**src/rtl/midi_pkg.sv**
```systemverilog
// Shared MIDI transmit definitions: message types, status opcodes, baud
// constants, FSM state encodings and the status-byte builder.
package midi_pkg;

    localparam int unsigned SYS_CLK_HZ = 50_000_000;
    localparam int unsigned MIDI_BAUD  = 31_250;

    localparam int unsigned BYTE_W = 8;
    localparam int unsigned DATA_W = 7;
    localparam int unsigned CHAN_W = 4;
    localparam int unsigned TYPE_W = 2;

    typedef enum logic [TYPE_W-1:0] {
        NOTE_OFF    = 2'd0,
        NOTE_ON     = 2'd1,
        PROG_CHANGE = 2'd2,
        RSVD        = 2'd3
    } msg_type_e;

    localparam logic [3:0] OP_NOTE_OFF    = 4'h8;
    localparam logic [3:0] OP_NOTE_ON     = 4'h9;
    localparam logic [3:0] OP_PROG_CHANGE = 4'hC;

    // One channel-voice message as presented on the request bus.
    typedef struct packed {
        msg_type_e           msg_type;
        logic [CHAN_W-1:0]   channel;
        logic [DATA_W-1:0]   data1;
        logic [DATA_W-1:0]   data2;
    } midi_msg_t;

    typedef enum logic [1:0] {
        ST_IDLE,
        ST_STATUS,
        ST_DATA1,
        ST_DATA2
    } msg_state_e;

    typedef enum logic {
        TX_IDLE,
        TX_SHIFT
    } tx_state_e;

    // Status byte {1, opcode[2:0], channel}; reserved type yields 0x00.
    function automatic logic [BYTE_W-1:0] status_byte(input msg_type_e t,
                                                      input logic [CHAN_W-1:0] ch);
        logic [BYTE_W-1:0] s;
        case (t)
            NOTE_OFF:    s = {OP_NOTE_OFF, ch};
            NOTE_ON:     s = {OP_NOTE_ON, ch};
            PROG_CHANGE: s = {OP_PROG_CHANGE, ch};
            default:     s = 8'h00;
        endcase
        return s;
    endfunction

endpackage

```
**src/rtl/midi_tx_if.sv**
```systemverilog
// Message request bus into midi_tx.
//   VALID    : message present (master -> slave)
//   READY    : slave can accept a message (slave -> master)
//   MSG_TYPE : 0 note off, 1 note on, 2 program change, 3 reserved
//   CHANNEL  : MIDI channel
//   DATA1    : note number / program
//   DATA2    : velocity (unused for program change)
interface midi_tx_if;
    import midi_pkg::*;

    logic                 VALID;
    logic                 READY;
    logic [TYPE_W-1:0]    MSG_TYPE;
    logic [CHAN_W-1:0]    CHANNEL;
    logic [DATA_W-1:0]    DATA1;
    logic [DATA_W-1:0]    DATA2;

    modport master (output VALID, MSG_TYPE, CHANNEL, DATA1, DATA2, input READY);
    modport slave  (input VALID, MSG_TYPE, CHANNEL, DATA1, DATA2, output READY);

endinterface

```
**src/rtl/midi_tx_uart_tx.sv**
```systemverilog
// UART 8N1 byte serializer.
//   CLK, RST_N : clock, synchronous active-low reset
//   CE         : clock enable; all state holds while low
//   START, DIN : load a byte (idle, or in the same cycle as DONE)
//   DO         : serial line, idles high (registered)
//   DONE       : combinational one-cycle pulse in the last stop-bit cycle
module uart_tx
    import midi_pkg::*;
#(
    parameter int unsigned CLKS_PER_BIT = 1600
) (
    input  logic              CLK,
    input  logic              RST_N,
    input  logic              CE,
    input  logic              START,
    input  logic [BYTE_W-1:0] DIN,
    output logic              DO,
    output logic              DONE
);

    localparam int unsigned CNT_W = (CLKS_PER_BIT > 1) ? $clog2(CLKS_PER_BIT) : 1;
    localparam logic [CNT_W-1:0] CNT_LAST = CNT_W'(CLKS_PER_BIT - 1);
    localparam logic [3:0] STOP_IDX = 4'd9;

    tx_state_e          state_q, state_d;
    logic [CNT_W-1:0]   baud_q, baud_d;
    logic [3:0]         idx_q, idx_d;
    logic [BYTE_W:0]    shift_q, shift_d;
    logic               do_q, do_d;
    logic               load_c;
    logic               done_c;

    // State register.
    always_ff @(posedge CLK) begin
        if (!RST_N) begin
            state_q <= TX_IDLE;
            baud_q  <= '0;
            idx_q   <= '0;
            shift_q <= '1;
            do_q    <= 1'b1;
        end else begin
            state_q <= state_d;
            baud_q  <= baud_d;
            idx_q   <= idx_d;
            shift_q <= shift_d;
            do_q    <= do_d;
        end
    end

    // Bit timing and shifting; idx 0 is the start bit, 9 the stop bit.
    always_comb begin
        state_d = state_q;
        baud_d  = baud_q;
        idx_d   = idx_q;
        shift_d = shift_q;
        do_d    = do_q;
        load_c  = 1'b0;
        done_c  = 1'b0;

        case (state_q)
            TX_IDLE: begin
                load_c = CE && START;
            end
            TX_SHIFT: begin
                if (CE) begin
                    if (baud_q == CNT_LAST) begin
                        baud_d = '0;
                        if (idx_q == STOP_IDX) begin
                            done_c = 1'b1;
                            if (START) begin
                                load_c = 1'b1;
                            end else begin
                                state_d = TX_IDLE;
                                do_d    = 1'b1;
                            end
                        end else begin
                            do_d    = shift_q[0];
                            shift_d = {1'b1, shift_q[BYTE_W:1]};
                            idx_d   = idx_q + 4'd1;
                        end
                    end else begin
                        baud_d = baud_q + CNT_W'(1);
                    end
                end
            end
            default: begin
                state_d = TX_IDLE;
                do_d    = 1'b1;
            end
        endcase

        // Loading drives the start bit next cycle; stop bit rides in shift[8].
        if (load_c) begin
            state_d = TX_SHIFT;
            do_d    = 1'b0;
            shift_d = {1'b1, DIN};
            idx_d   = '0;
            baud_d  = '0;
        end
    end

    assign DO   = do_q;
    assign DONE = done_c;

endmodule

```
**src/rtl/midi_tx.sv**
```systemverilog
// MIDI channel-voice message transmitter (8N1 serial, optional running status).
//   CLK, RST_N : clock, synchronous active-low reset
//   CE         : clock enable; all state holds while low
//   bus        : request bus (VALID/READY handshake, message fields)
//   DO         : serial output, idles high
//   BUSY       : high while any byte is on the line
module midi_tx
    import midi_pkg::*;
#(
    parameter int unsigned CLKS_PER_BIT   = SYS_CLK_HZ / MIDI_BAUD,
    parameter bit          RUNNING_STATUS = 1'b1
) (
    input  logic        CLK,
    input  logic        RST_N,
    input  logic        CE,
    midi_tx_if.slave    bus,
    output logic        DO,
    output logic        BUSY
);

    msg_state_e         state_q, state_d;
    logic [DATA_W-1:0]  data1_q, data1_d;
    logic [DATA_W-1:0]  data2_q, data2_d;
    logic               prog_q, prog_d;
    logic [BYTE_W-1:0]  last_status_q, last_status_d;
    logic               ready_q, ready_d;
    logic               busy_q, busy_d;

    midi_msg_t          msg_in;
    logic [BYTE_W-1:0]  status_c;
    logic               accept_c;
    logic               skip_status_c;
    logic               tx_start_c;
    logic [BYTE_W-1:0]  tx_byte_c;
    logic               tx_done_c;

    assign msg_in = '{msg_type: msg_type_e'(bus.MSG_TYPE),
                      channel:  bus.CHANNEL,
                      data1:    bus.DATA1,
                      data2:    bus.DATA2};

    assign status_c      = status_byte(msg_in.msg_type, msg_in.channel);
    assign accept_c      = bus.VALID && ready_q && CE;
    assign skip_status_c = RUNNING_STATUS && (status_c == last_status_q);

    // State register.
    always_ff @(posedge CLK) begin
        if (!RST_N) begin
            state_q       <= ST_IDLE;
            data1_q       <= '0;
            data2_q       <= '0;
            prog_q        <= 1'b0;
            last_status_q <= 8'h00;
            ready_q       <= 1'b1;
            busy_q        <= 1'b0;
        end else begin
            state_q       <= state_d;
            data1_q       <= data1_d;
            data2_q       <= data2_d;
            prog_q        <= prog_d;
            last_status_q <= last_status_d;
            ready_q       <= ready_d;
            busy_q        <= busy_d;
        end
    end

    // Message sequencing; each state names the byte currently on the line.
    always_comb begin
        state_d       = state_q;
        data1_d       = data1_q;
        data2_d       = data2_q;
        prog_d        = prog_q;
        last_status_d = last_status_q;
        ready_d       = ready_q;
        busy_d        = busy_q;
        tx_start_c    = 1'b0;
        tx_byte_c     = 8'h00;

        case (state_q)
            ST_IDLE: begin
                // Reserved messages are swallowed: no bytes, READY stays high.
                if (accept_c && (msg_in.msg_type != RSVD)) begin
                    data1_d       = msg_in.data1;
                    data2_d       = msg_in.data2;
                    prog_d        = (msg_in.msg_type == PROG_CHANGE);
                    last_status_d = status_c;
                    ready_d       = 1'b0;
                    busy_d        = 1'b1;
                    tx_start_c    = 1'b1;
                    if (skip_status_c) begin
                        state_d   = ST_DATA1;
                        tx_byte_c = {1'b0, msg_in.data1};
                    end else begin
                        state_d   = ST_STATUS;
                        tx_byte_c = status_c;
                    end
                end
            end
            ST_STATUS: begin
                if (tx_done_c) begin
                    state_d    = ST_DATA1;
                    tx_start_c = 1'b1;
                    tx_byte_c  = {1'b0, data1_q};
                end
            end
            ST_DATA1: begin
                if (tx_done_c) begin
                    if (prog_q) begin
                        state_d = ST_IDLE;
                        ready_d = 1'b1;
                        busy_d  = 1'b0;
                    end else begin
                        state_d    = ST_DATA2;
                        tx_start_c = 1'b1;
                        tx_byte_c  = {1'b0, data2_q};
                    end
                end
            end
            ST_DATA2: begin
                if (tx_done_c) begin
                    state_d = ST_IDLE;
                    ready_d = 1'b1;
                    busy_d  = 1'b0;
                end
            end
            default: begin
                state_d = ST_IDLE;
                ready_d = 1'b1;
                busy_d  = 1'b0;
            end
        endcase
    end

    uart_tx #(
        .CLKS_PER_BIT (CLKS_PER_BIT)
    ) u_uart_tx (
        .CLK   (CLK),
        .RST_N (RST_N),
        .CE    (CE),
        .START (tx_start_c),
        .DIN   (tx_byte_c),
        .DO    (DO),
        .DONE  (tx_done_c)
    );

    assign bus.READY = ready_q;
    assign BUSY      = busy_q;

endmodule

```
**src/flat_wrapper.sv**
```systemverilog
// flat-port wrapper written by rule: the top's interface ports become plain ports
module midi_tx_flat import midi_pkg::*;
#(
    parameter int unsigned CLKS_PER_BIT   = SYS_CLK_HZ / MIDI_BAUD,
    parameter bit          RUNNING_STATUS = 1'b1
)
  (CLK, RST_N, CE, DO, BUSY, bus_VALID, bus_MSG_TYPE, bus_CHANNEL, bus_DATA1, bus_DATA2, bus_READY);
  midi_tx_if bus_i ();
  input  logic CLK;
  input  logic RST_N;
  input  logic CE;
  output logic DO;
  output logic BUSY;
  input wire logic [$bits(bus_i.VALID)-1:0] bus_VALID;
  input wire logic [$bits(bus_i.MSG_TYPE)-1:0] bus_MSG_TYPE;
  input wire logic [$bits(bus_i.CHANNEL)-1:0] bus_CHANNEL;
  input wire logic [$bits(bus_i.DATA1)-1:0] bus_DATA1;
  input wire logic [$bits(bus_i.DATA2)-1:0] bus_DATA2;
  output wire logic [$bits(bus_i.READY)-1:0] bus_READY;
  assign bus_i.VALID = bus_VALID;
  assign bus_i.MSG_TYPE = bus_MSG_TYPE;
  assign bus_i.CHANNEL = bus_CHANNEL;
  assign bus_i.DATA1 = bus_DATA1;
  assign bus_i.DATA2 = bus_DATA2;
  assign bus_READY = bus_i.READY;
  midi_tx #(.CLKS_PER_BIT(CLKS_PER_BIT), .RUNNING_STATUS(RUNNING_STATUS)) u_core (.CLK(CLK), .RST_N(RST_N), .CE(CE), .bus(bus_i), .DO(DO), .BUSY(BUSY));
endmodule
```
**config.mk**
```make
export PLATFORM = sky130hd
export DESIGN_NAME = midi_tx_flat
export DESIGN_NICKNAME = d
export VERILOG_FILES = /design/src/rtl/midi_pkg.sv /design/src/rtl/midi_tx_if.sv /design/src/rtl/midi_tx_uart_tx.sv /design/src/rtl/midi_tx.sv /design/src/flat_wrapper.sv
export SDC_FILE = /design/constraint.sdc
export NUM_CORES = 1
export LEC_CHECK = 0
export ABC_AREA = 1
export CORE_AREA = 2 2 83 85
export CTS_CLUSTER_DIAMETER = 80
export DETAILED_ROUTE_END_ITERATION = 10
export DIE_AREA = 0 0 85 87
export PLACE_DENSITY = 0.63
export SLEW_MARGIN = 20
export SYNTH_ARGS = -nofsm -noshare
export SYNTH_HDL_FRONTEND = slang
export SYNTH_SLANG_ARGS = --single-unit
```
**constraint.sdc**
```tcl
create_clock -name CLK -period 2.5 [get_ports CLK]
set_input_delay 0.5 -clock CLK [delete_from_list [all_inputs] [get_ports CLK]]
set_output_delay 0.5 -clock CLK [all_outputs]
set_load 0.01 [all_outputs]
```
==> results of run 1 <==
[worst max-delay path, delay by kind of cell]
family,cells,cell delay [ps]
AOI/OAI and AO/OA,2,420
buffers and inverters,2,620
and+or+nand+nor,8,790
[worst max-delay path by stage]
stage	start	endpoint	slack (ps)	depth (start not counted)
floorplan	u_core.u_uart_tx.baud_q[0]	u_core.u_uart_tx.shift_q[6]	830	13
global placement	bus_MSG_TYPE[0]	u_core.u_uart_tx.shift_q[7]	50	12
detailed placement	bus_MSG_TYPE[0]	u_core.u_uart_tx.shift_q[7]	10	12
CTS	bus_MSG_TYPE[0]	u_core.u_uart_tx.shift_q[7]	340	12
global route	bus_MSG_TYPE[0]	u_core.u_uart_tx.shift_q[7]	70	12
finish	bus_MSG_TYPE[0]	u_core.u_uart_tx.shift_q[7]	320	12
[stage by stage]
step           cells  hold slack [ps]
2_1_floorplan    401            424.6
3_3_place_gp     504            441.9
3_5_place_dp     504            449.3
4_1_cts          512            462.7
5_1_grt          512            481.4
6_report         512            459.5
[state kept, by name, indices dropped and copies added (netlist names)]
register / flops
u_core.u_uart_tx.state_q: 1
u_core.u_uart_tx.shift_q: 8
u_core.bus.READY: 1
u_core.u_uart_tx.idx_q: 4
u_core.u_uart_tx.baud_q: 11
u_core.u_uart_tx.DO: 1
u_core.data2_q: 7
u_core.data1_q: 7
u_core.last_status_q: 7
u_core.state_q: 2
u_core.BUSY: 1
[power by group]
part	leakage (nW)	internal (W)	total, W	switching (W)
Combinational	1.02	0.000299	0.000780	0.000482
Clock	0.0482	0.000224	0.000494	0.000270
Sequential	0.407	0.000907	0.000981	0.0000742
Total	1.48	0.00143	0.00226	0.000826
[synthesized netlist by cell type, types with 3 or more instances]
| cell | instances | area (µm²) |
|---|---|---|
| nand2_4 | 4 | 45.04 |
| o21bai_1 | 6 | 45.04 |
| nor2_8 | 3 | 60.06 |
| o21ai_0 | 25 | 125.1 |
| clkinv_1 | 5 | 18.77 |
| o31ai_1 | 6 | 45.04 |
| dfxtp_1 | 50 | 1001 |
| inv_2 | 7 | 26.28 |
| nand3_1 | 29 | 145.1 |
| inv_1 | 48 | 180.2 |
| nor2_1 | 22 | 82.58 |
| a21oi_1 | 31 | 155.2 |
| o211ai_2 | 6 | 75.07 |
| nand2_1 | 98 | 367.9 |
| clkbuf_1 | 4 | 15.01 |
| ha_1 | 3 | 37.54 |
| xor2_1 | 7 | 61.31 |
| nand2_2 | 8 | 50.05 |
| buf_2 | 3 | 15.01 |
| nor3_1 | 3 | 15.01 |
[area by class of cell]
cell class	count	area (µm²)
fillers	631	3271
multi-input cells	280	1560
flip-flops and latches	50	1001
repair buffers	34	320.3
inverters	60	225.2
well taps	80	100.1
clock buffers	7	86.33
clock inverters	1	5.005
[per-layer routing]
layer | global-route usage, % | up-vias
li1 | - | 1357
met1 | 23.26 | 1121
met2 | 29.12 | 37
met3 | 3.033 | 6
met4 | 5.483 | 0
met5 | 0 | -
[cell usage in the layout, fill, tap and decap left out, drive strengths merged, types with 6 or more instances in the layout]
| cell | instances |
|---|---|
| a21oi | 33 |
| buf | 8 |
| clkbuf | 7 |
| clkdlybuf4s50 | 26 |
| clkinv | 6 |
| dfxtp | 50 |
| inv | 55 |
| nand2 | 110 |
| nand3 | 31 |
| nor2 | 29 |
| o211ai | 8 |
| o21ai | 29 |
| o21bai | 6 |
| o31ai | 6 |
| xor2 | 7 |
[cell families after synthesis]
kind of cell             Yosys count  share of synthesized area (%)
adder cells (fa/ha/maj)            3                          1.321
AND/OR/NAND/NOR                  183                          31.95
buffers and inverters             71                          9.903
flip-flops                        50                          35.21
AO/OA/AOI/OAI                     86                          19.15
XOR/XNOR                           8                          2.465
==> impl_summary.md, run 1 <==
Status
The run finished with clean final reports.

Detailed routing
After detailed routing, the wire length on met1 is 2923 µm. In the final routed layout, each cell accounts on average for 11.75 µm. The sum of met3 wire segment lengths after detailed routing is 180 µm.

The number of optimization iterations in the first detailed-route pass is 4. The routed length on met2 is 2848 µm. The detailed router used layers up to and including met4. The number of DRC violations after detailed routing is 0. The count of nets left with antenna violations once routing finished came out at 0.

After detailed routing, the total wire length is 6014 µm. Dividing the detail-routed via count by the number of cells gives 4.924. In this run, the number of DRC markers left after iteration 0 of detailed routing was 131.

Detailed routing inserted a total of 2521 vias.

Placed design
Port buffering added 26 buffers. The congestion estimate from routability-driven global placement came to 0.7814. The estimated wirelength of the detail-placed design is 4511 µm. The instance area at placement is 0.003207 mm². The worst slack at placement is 9.926 ps.

Die
The floorplan step defined a die boundary enclosing 0.007395 mm². The y dimension of the die is 87 µm. The die width is 85 µm. In this run the core area contains 30 standard-cell rows. The initial utilization of the core area, before any placement, comes to 43.28%. The region available for standard cell placement spans 0.006569 mm². During I/O placement, the number of pins put on the boundary was 27.

Critical path
Data on the critical path arrives at its endpoint at 2350 ps. STA classifies the critical path endpoint as a flip-flop. The capture point of the worst reg-to-reg path is u_core.u_uart_tx.baud_q[8]. The internal reg-to-reg setup slack is 530 ps. The number of cells traversed by the worst register-to-register path is 10. The highest net fanout along the worst path is 10. The cell at the slowest stage of the critical path is clkdlybuf4s50_1.

The type of the setup path with the least slack is primary input to flip-flop. Traced cell by cell, the critical path runs through clkdlybuf4s50_1, nand2_1, buf_4, nand2_1, nand2_1, nand2_1, nor2_1, nand2_1, o21ai_1, nor2_1, o21ai_1, nand3_1. The library cell appearing most often on the critical path is nand2_1. The category of the worst setup path launch point is a primary input.

The startpoint identified for the worst register-to-register timing path is u_core.u_uart_tx.baud_q[0]. The data required time of the worst path is 2670 ps. On the worst path, the slowest cell contributes a delay of 430 ps.

STA
The worst path uses 87.24% of the clock period. The maximum clock frequency is 458.5 MHz. Headroom to the max-slew limit came out at 61.30%.

The minimum period implied by the final worst setup slack is 2181 ps. The clock tree skew after final layout is 7.068 ps. The count of pins over their slew limit came to 0. The final number of hold-violating endpoints came to 0. Setup repair after global routing left no endpoint under its margin. For the pin with the worst max-slew slack, the measured transition is 578.7 ps. The aggregate negative setup slack is 0 ps. After layout, the worst setup slack is 318.9 ps. Setup violations remaining at the end of the flow were counted as 0.

Clocking
The tree is rooted in a clkbuf_8. The clock passes through at most 2 buffers. The clock buffer count from CTS is 5. The count of hold buffers inserted by post-cts repair is 0. Gates resized during post-CTS repair numbered 0.

The number of H-tree levels is 2. TritonCTS built the clock tree. The clock sink count is 50. In this run the post-CTS setup repair buffer count came out at 0.

The source-to-sink clock delay at the later pin of the worst-skew pair is 300 ps. Clock-pin slew was measured on the worst setup and hold paths at 90 ps.

Pwr
The maximum vdd drop is 0.0003158 V. In this run the static leakage power is 1.476 nW. Dividing total power by cell area gives a power density of 684.0 mW/mm².

Total power for the finished layout comes to 0.002256 W.

Global route
Entering global routing, the biggest net connects 28 pins. The first global-routing pass estimated 10590 µm of wire. The via count of the first global-routing pass is 2330.

Global routing finished with a remaining overflow of 0. In the global route stage, overall resource usage came out at 17.52%. The number of antenna violations at the first check in global routing is 0.

Logic synthesis
Of the synthesized area, sequential elements account for 35.21%. When the netlist entered floorplanning its net count stood at 428. Counting flops with an async set or reset pin after synthesis yields a share of 0%. In this run, synthesis produced a sequential element count of 50. The most used flip-flop cell after synthesis is dfxtp_1. The number of flops mapped to enable cells by yosys is 0. The count of distinct cell types in the synthesized netlist is 42. The number of instances in the synthesized netlist is 401.

The per-instance average area after synthesis is 7.089 µm². The synthesis warning total is 0. In this run the cell area of the synthesized design comes to 0.002843 mm².

Min path
The worst hold path stage count is 2. The origin of the worst min-delay path is u_core.BUSY. In this run the worst hold path is classified as flip-flop to flip-flop.

The terminating pin of the worst hold path is u_core.BUSY.

Finish
0 antenna diodes ended up in the layout. After routing the design area is 0.003298 mm². The core occupancy in the finished layout is 50.21%. The layout-stage area growth over the synthesis result is 16.02%. For this run, the post-layout net count is 458.

In the final layout, the share of cells above drive strength 1 is 12.96%.

Job
The max-capacitance violation count is 0.
Power figures use the tool's default switching activity.
==> inputs of run 2 (changes only) <==
- CORE_AREA: 2 2 83 85 -> 2 2 79 81
- DIE_AREA: 0 0 85 87 -> 0 0 81 83
- PLACE_DENSITY: 0.63 -> 0.71
- clock period: 2.5 -> 2 ns (I/O delays scaled with it)
==> run 2 against run 1 <==
Net effect:
- core utilization grew 11 points
- register-to-register slack worse by 330 ps
- routed wire length grew 3.8%
- final cell count grew 4.5%
- global-route usage increased by 2.3 points
- via count rose by 4.6%
- clock-buffer cell count shrank 2
- sequential cell count is the same
- clock skew rose by 10 ps
- sequential share of layout area decreased by 2.1 points
- sequential power increased by 25%
- critical endpoint is now u_core.u_uart_tx.shift_q[1]
- largest power group unchanged
==> impl_summary.md, run 2 (synthesized netlist as in run 1, its figures left out) <==
Min path
The worst hold path stage count is 2 (unchanged). The terminating pin of the worst hold path is u_core.data2_q[3]. The worst hold path belongs to the class flip-flop to flip-flop.

In this run the most critical hold path is launched from u_core.data2_q[3].

Detailed routing
The per-cell via count in the routed design is 4.927 (about the same). The number of nets with antenna violations after routing is 0 (unchanged). The iteration-0 DRC count of the detailed router is 113 (-14%). The total number of vias is 2636 (+4.6%).

The average detailed-routed wire length per instance was 11.67 µm (-0.62%). The number of optimization iterations in the first detailed-route pass is 4 (unchanged). The number of DRC violations after detailed routing came to 0 (unchanged). The post-detailed-routing wire length is 6245 µm (+3.8%).

Placed design
The number of I/O port buffers came to 26 (unchanged). The number of placed instances with taps included is 525 (+4.2%). The worst slack at placement is -285.5 ps (-295.4 ps). The estimated wirelength of the detail-placed design is 4906 µm (+8.8%). The weighted congestion reported at the end of routability-driven placement was 0.8529 (+9.2%).

Pwr
The register share of total power is 41.9% (-1.6 points). The switching share of power is 37.08% (+0.46 points). The post-layout total power was 0.002931 W (+30%).

The logic gate share of total power is 36.6% (+2.0 points). The maximum vdd drop is 0.0004207 V (+33%). The cell area power density is 824.5 mW/mm² (+21%). The net switching power figure is 0.001087 W (+32%). The part of the power in the clock network came to 21.5% (-0.4 points). The static power due to leakage is 1.625 nW (+10%). The internal power contribution is 0.001844 W (+29%).

Critical path
The critical path capture point type is a flip-flop. The critical path is of the primary input to flip-flop type. The number of cells traversed by the worst register-to-register path is 11 (+1).

The internal reg-to-reg setup slack came to 200 ps (-330 ps). The data required time of the worst path is 2260 ps (-410 ps). The most numerous cell type found on the critical path is nand2_1.

The cell at the slowest stage of the critical path is clkdlybuf4s50_1. The highest net fanout along the worst path is 8 (-2). The reg-to-reg startpoint is u_core.u_uart_tx.baud_q[0].

The cell family contributing the most delay on the critical path is simple AND/OR/NAND/NOR gates. The maximum cell stage delay along the critical path is 520 ps (+90 ps). STA classifies the critical path startpoint as a primary input. The capture point of the worst reg-to-reg path is u_core.u_uart_tx.shift_q[7].

The signal on the critical path passes through clkdlybuf4s50_1, buf_4, inv_1, nand2_1, nand2_1, nand3_1, nand3_2, inv_4, nand3_1, nand2_1, nand3_1, nand2_1, nand2_1, nand2_1. The number of buffer and inverter instances along the worst setup path is 4 (+2). The arrival time at the worst endpoint was 2090 ps (-260 ps).

Global route
The maximum number of pins on one net before global-route repair is 22 (-21%). The aggregate global-route resource usage was 19.79% (+2.3 points). The global route total overflow was 0 (unchanged). The number of antenna violations at the first check in global routing came to 0 (unchanged). The via count of the first global-routing pass is 2515 (+7.9%). The global-route wire length before repair is 10740 µm (+1.4%).

Finish
The antenna cell count is 0 (unchanged). The core occupancy in the finished layout was 61.12% (+11 points). The layout-stage area growth over the synthesis result is 25.04%. The top cell types in the final layout, fill and taps aside, are 97 x nand2_1, 48 x inv_1, 48 x dfxtp_1. The most common cell after layout, fill and taps aside is nand2_1. The final non-filler cell total came to 535 (+4.5%). The flip-flop count of the largest register after layout is 11 (unchanged).

The final-stage net count is 486 (+6.1%). The share of final-layout standard cells stronger than drive strength 1 is 19.57% (+6.6 points). The largest registers in the layout are u_core.u_uart_tx.baud_q: 11 flops, u_core.u_uart_tx.shift_q: 8 flops.

The register name with the most flops is u_core.u_uart_tx.baud_q.

Job
The max-capacitance violation count is 0 (unchanged).

Die
The area inside the core boundary is 0.005816 mm² (-11%). The y dimension of the die was 83 µm (-4.6%). The die width is 81 µm (-4.7%). The initial standard-cell utilization of the core is 48.88% (+5.6 points).

The die footprint is 0.006723 mm² (-9.1%). The number of cell rows came to 28 (-6.7%). The count of boundary I/O pins is 27 (unchanged).

STA
The worst path setup slack after routing is 166.8 ps (-152.1 ps). The minimum period implied by the final worst setup slack is 1833 ps. Static timing analysis puts the maximum clock frequency at 545.5 MHz.

Of the available clock period, the critical path in the final layout requires 91.66%. The setup-violating endpoint count in the final report is 0 (unchanged). The final number of hold-violating endpoints is 0 (unchanged).

The transition time of the tightest slew-check pin is 342.7 ps (-236.0 ps). The clock tree skew after final layout is 17.46 ps (+10.39 ps). The count of pins over their slew limit is 0 (unchanged).

The relative max-transition margin is 77.08% (+16 points).

Clocking
The count of hold buffers inserted by post-cts repair is 0 (unchanged). The clock sink count came to 50 (unchanged). The source-to-sink clock delay at the later pin of the worst-skew pair came to 310 ps (about the same). The number of H-tree levels is 2 (unchanged). TritonCTS built the clock tree.

The clock buffer count from CTS came to 5 (unchanged). The clock-pin slew reported for the worst setup and hold paths after clock tree synthesis came to 110 ps (+20 ps). The buffer depth of the longest clock path was 2 (unchanged).

The clock root buffer master is clkbuf_8.

Status
The flow ran to the end, and the final reports show no timing, DRC or antenna violations.
==> run 2: changes by cell type in the layout (fill, tap and decap cells not counted), sizes merged <==
cell	delta
buf	+28
clkinv	-1
clkbuf	-2
inv	+3
==> run 2: repair_timing <==
| item | 4_1_cts | 5_1_grt |
|---|---|---|
| resized for setup | 0 | 7 |
| buffers inserted | 0 | 2 |
| setup endpoints to repair | 0 | 11 |
| endpoints found under the hold margin | 0 | 0 |
==> run 2: area by class of cell <==
type                       instances  area, µm²
clock buffer                       5      68.82
clock inverter                     3      26.28
fill                             569       2261
inverter                          60      227.7
multi-input combinational        280       1579
sequential                        50       1003
tap                               75      93.84
timing repair buffer              62      555.5
==> run 2: tightest hold or removal path, stage by stage (launching register included) <==
cell and delay, ps:
dfxtp_1 320, inv_1 50, a21oi_1 50
==> run 2: through the flow <==
step	setup TNS, ps	cell area, µm²	hold slack (ps)
finish	0	3555	452.2
global route	-7.101	3555	484.1
CTS	0	3516	453.2
detailed placement	-6508	3421	437.1
global placement	-4082	3421	438.6
floorplan	0	2843	424.6
==> run 2: layer usage <==
metal	track usage [%]	vias up	routed length (µm)
li1	-	1417	-
met1	24.44	1170	2903
met2	33.96	39	3010
met3	3.913	10	220
met4	6.317	0	110
met5	0	-	0
==> run 2: worst max path at each step <==
stage / from / endpoint / slack, ps / cells after the start
CTS: bus_MSG_TYPE[0] / u_core.u_uart_tx.shift_q[7] / 40 / 11
global route: u_core.u_uart_tx.baud_q[0] / u_core.u_uart_tx.shift_q[3] / -4 / 13
global placement: bus_MSG_TYPE[0] / u_core.u_uart_tx.shift_q[4] / -300 / 9
finish: bus_MSG_TYPE[0] / u_core.u_uart_tx.shift_q[1] / 170 / 14
floorplan: u_core.u_uart_tx.baud_q[0] / u_core.u_uart_tx.shift_q[6] / 330 / 13
detailed placement: bus_MSG_TYPE[0] / u_core.u_uart_tx.shift_q[7] / -290 / 11
==> run 2: power groups by stage <==
stage	registers [W]	logic, W	clock network [W]
after floorplan	0.00124	0.000709	0
after global routing	0.00125	0.00121	0.000701
after detailed placement	0.00125	0.00106	0
after CTS	0.00123	0.00106	0.000650
final	0.00123	0.00107	0.000631
after global placement	0.00124	0.00104	0
==> inputs of run 3 (changes only) <==
- CAP_MARGIN: default -> 20
- CTS_CLUSTER_DIAMETER: 80 -> default
- GPL_TIMING_DRIVEN: default -> 0
==> run 3 against run 2 <==
Net effect:
- sequential cell count did not move
- non-clock buffer count fell by 26
- setup slack got worse by 48 ps
- worst hold slack improved by 4.9 ps
- largest power group unchanged
- fmax fell by 2.6%
- total power rose by 6.3%
- clock-buffer cell count rose by 1
- global-route usage fell by 0.30 points
- combinational power fell by 6%
- register-to-register slack got worse by 30 ps
==> impl_summary.md, run 3 (synthesized netlist as in run 1, its figures left out) <==
Status
The run finished with clean final reports.

Finish
The register name with the most flops is u_core.u_uart_tx.baud_q. The multi-input combinational cell area is 0.001592 mm² (+0.79%). The most common cell after layout, fill and taps aside is nand2_1.

The layout-stage area growth over the synthesis result is 18.93%. In the layout the commonest cells are 93 x nand2_1, 48 x dfxtp_1, 47 x inv_1. The antenna cell count is 0 (unchanged).

The final-stage net count is 460 (-5.3%). The final design instance area without fill is 0.003381 mm² (-4.9%). In the final layout, the registers with the most flip-flops are u_core.u_uart_tx.baud_q: 11 flops, u_core.u_uart_tx.shift_q: 8 flops.

The share of final-layout standard cells stronger than drive strength 1 was 14.98% (-4.6 points). The total area of sequential cells was 0.001003 mm² (unchanged). The number of inserted filler cells in the final layout came to 592 (+4.0%). The flip-flop count of the largest register after layout is 11 (unchanged).

The core occupancy in the finished layout is 58.13% (-3.0 points).

Die
The area inside the core boundary is 0.005816 mm² (unchanged). The die width was 81 µm (unchanged). The y dimension of the die was 83 µm (unchanged). The number of cell rows is 28 (unchanged). The count of boundary I/O pins is 27 (unchanged). The initial standard-cell utilization of the core was 48.88% (unchanged). The die footprint is 0.006723 mm² (unchanged).

Min path
The min-delay analysis places its worst path in the category flip-flop to flip-flop. The worst hold path stage count is 2 (unchanged). The terminating pin of the worst hold path is u_core.BUSY. The origin of the worst min-delay path is u_core.BUSY.

STA
The maximum clock frequency is 531.4 MHz (-2.6%). The final number of hold-violating endpoints is 0 (unchanged). The relative max-transition margin is 64.09% (-13 points). The setup-violating endpoint count in the final report is 0 (unchanged).

The transition time of the tightest slew-check pin was 538.7 ps (+196.0 ps). The clock tree skew after final layout is 9.153 ps (-8.306 ps). The final worst-path cycle share was 94.08% (+2.4 points). The minimum period implied by the final worst setup slack was 1882 ps (+48.46 ps).

The count of pins over their slew limit came to 0 (unchanged).

Detailed routing
The total number of vias is 2578 (-2.2%). The number of DRC violations after detailed routing is 0 (unchanged). The average detailed-routed wire length per instance came to 11.80 µm (+1.1%). The iteration-0 DRC count of the detailed router is 95 (-16%). The number of optimization iterations in the first detailed-route pass was 4 (unchanged). The post-detailed-routing wire length is 6004 µm (-3.9%). The per-cell via count in the routed design was 5.065 (+2.8%).

The number of nets with antenna violations after routing was 0 (unchanged).

Placed design
The number of I/O port buffers is 25 (-3.8%). The estimated wirelength of the detail-placed design came to 4537 µm (-7.5%). The weighted congestion reported at the end of routability-driven placement was 0.8372 (-1.8%).

The instance area at placement is 0.003187 mm² (-6.8%).

Critical path
The number of cells traversed by the worst register-to-register path was 10 (-1). The arrival time at the worst endpoint was 2140 ps (+50 ps). In this run the critical register-to-register path is launched from u_core.u_uart_tx.baud_q[0]. The type of the setup path with the least slack is primary input to flip-flop. The number of buffer and inverter instances along the worst setup path is 3 (-1).

STA classifies the critical path endpoint as a flip-flop. The data required time of the worst path is 2260 ps (about the same). The cell at the slowest stage of the critical path is clkdlybuf4s50_1. The cell family contributing the most delay on the critical path is buffers and inverters. The library cell appearing most often on the critical path is nand2_1. The highest net fanout along the worst path is 10 (+2).

The worst setup path is launched from a primary input. The capture point of the worst reg-to-reg path is u_core.BUSY. The maximum cell stage delay along the critical path is 520 ps (about the same). Traced cell by cell, the critical path runs through clkdlybuf4s50_1, inv_2, nor2_1, nand2_2, o21ai_4, nand2_4, buf_2, o31ai_1, nand2_1, nand2_1. The internal reg-to-reg setup slack is 170 ps (-30 ps).

Clocking
The clock-pin slew reported for the worst setup and hold paths after clock tree synthesis is 100 ps (about the same). TritonCTS built the clock tree. The post-CTS setup buffer count was 0 (unchanged). The number of H-tree levels was 2 (unchanged). The source-to-sink clock delay at the later pin of the worst-skew pair came to 310 ps (about the same). The clock sink count came to 50 (unchanged). The count of instances resized after the clock tree is built is 0 (unchanged). The buffer depth of the longest clock path was 2 (unchanged). The clock buffer count from CTS is 5 (unchanged). The count of hold buffers inserted by post-cts repair is 0 (unchanged).

The tree is rooted in a clkbuf_8.

Global route
The via count of the first global-routing pass is 2418 (-3.9%). The number of antenna violations at the first check in global routing is 0 (unchanged). The global-route wire length before repair is 10610 µm (-1.2%). The aggregate global-route resource usage was 19.48% (-0.30 points). The maximum number of pins on one net before global-route repair is 16 (-27%).

The global route total overflow is 0 (unchanged).

Job
The max-capacitance violation count is 0 (unchanged).

Pwr
The logic gate share of total power is 32.5% (-4.1 points). The register share of total power is 39.3% (-2.6 points). The cell area power density was 921.8 mW/mm² (+12%).

The static power due to leakage is 1.504 nW (-7.5%). The part of the power in the clock network was 28.2% (+6.7 points). The maximum vdd drop is 0.0004495 V (+6.8%).

The internal power contribution is 0.002050 W (+11%). The net switching power figure is 0.001067 W (-1.9%). The switching share of power is 34.22% (-2.9 points).
## run 3: area by class of cell
class | instances | share of cell area (%)
Buffer | 11 | 1.776
Clock buffer | 6 | 2.443
Clock inverter | 2 | 1.776
Inverter | 60 | 6.921
Multi-Input combinational cell | 280 | 47.08
Sequential cell | 50 | 29.68
Tap cell | 75 | 2.776
Timing Repair Buffer | 25 | 7.550
## run 3: worst register-to-register path: stages (launching register included)
cell	delay, ps
dfxtp_2	360
ha_1	190
nand2_2	90
nor2_4	100
nand2_4	80
nor2_8	180
nand2_4	100
nor2_8	170
inv_2	80
o21ai_0	290
a21oi_1	70
## run 3: routing by layer
metal / vias up / wire, µm / global-route usage [%]
met3: 8 / 187 / 3.587
li1: 1363 / - / -
met5: - / 0 / 0
met2: 38 / 2811 / 32.08
met4: 0 / 89 / 5.393
met1: 1169 / 2915 / 25.81
## run 3: worst max-delay path by stage
stage / from / endpoint / slack, ps / cells past startpoint
finish: CE / u_core.u_uart_tx.shift_q[4] / 120 / 10
CTS: bus_MSG_TYPE[0] / u_core.u_uart_tx.shift_q[7] / 5 / 12
global route: CE / u_core.u_uart_tx.shift_q[6] / -5 / 10
global placement: bus_MSG_TYPE[0] / u_core.u_uart_tx.shift_q[7] / -320 / 12
detailed placement: bus_MSG_TYPE[0] / u_core.u_uart_tx.shift_q[7] / -320 / 12
floorplan: u_core.u_uart_tx.baud_q[0] / u_core.u_uart_tx.shift_q[6] / 330 / 13
## run 3: power by group through the flow
stage | sequential (W) | combinational [W] | clock, W
after floorplan | 0.00124 | 0.000709 | 0
after global placement | 0.00124 | 0.000958 | 0
after detailed placement | 0.00125 | 0.000972 | 0
after CTS | 0.00123 | 0.000977 | 0.000903
after global routing | 0.00124 | 0.00115 | 0.000937
final | 0.00123 | 0.00101 | 0.000880
## run 3: through the flow
| stage | power (W) | TNS [ps] | std cells | setup slack, ps | hold slack, ps |
|---|---|---|---|---|---|
| global route | 0.003329 | -8.620 | 509 | -4.629 | 480.7 |
| detailed placement | 0.002220 | -10210 | 501 | -322.1 | 444.6 |
| floorplan | 0.001952 | 0 | 401 | 326.4 | 424.6 |
| CTS | 0.003107 | 0 | 509 | 5.014 | 458.9 |
| global placement | 0.002203 | -9449 | 501 | -316.7 | 442.9 |
| finish | 0.003116 | 0 | 509 | 118.3 | 457.1 |
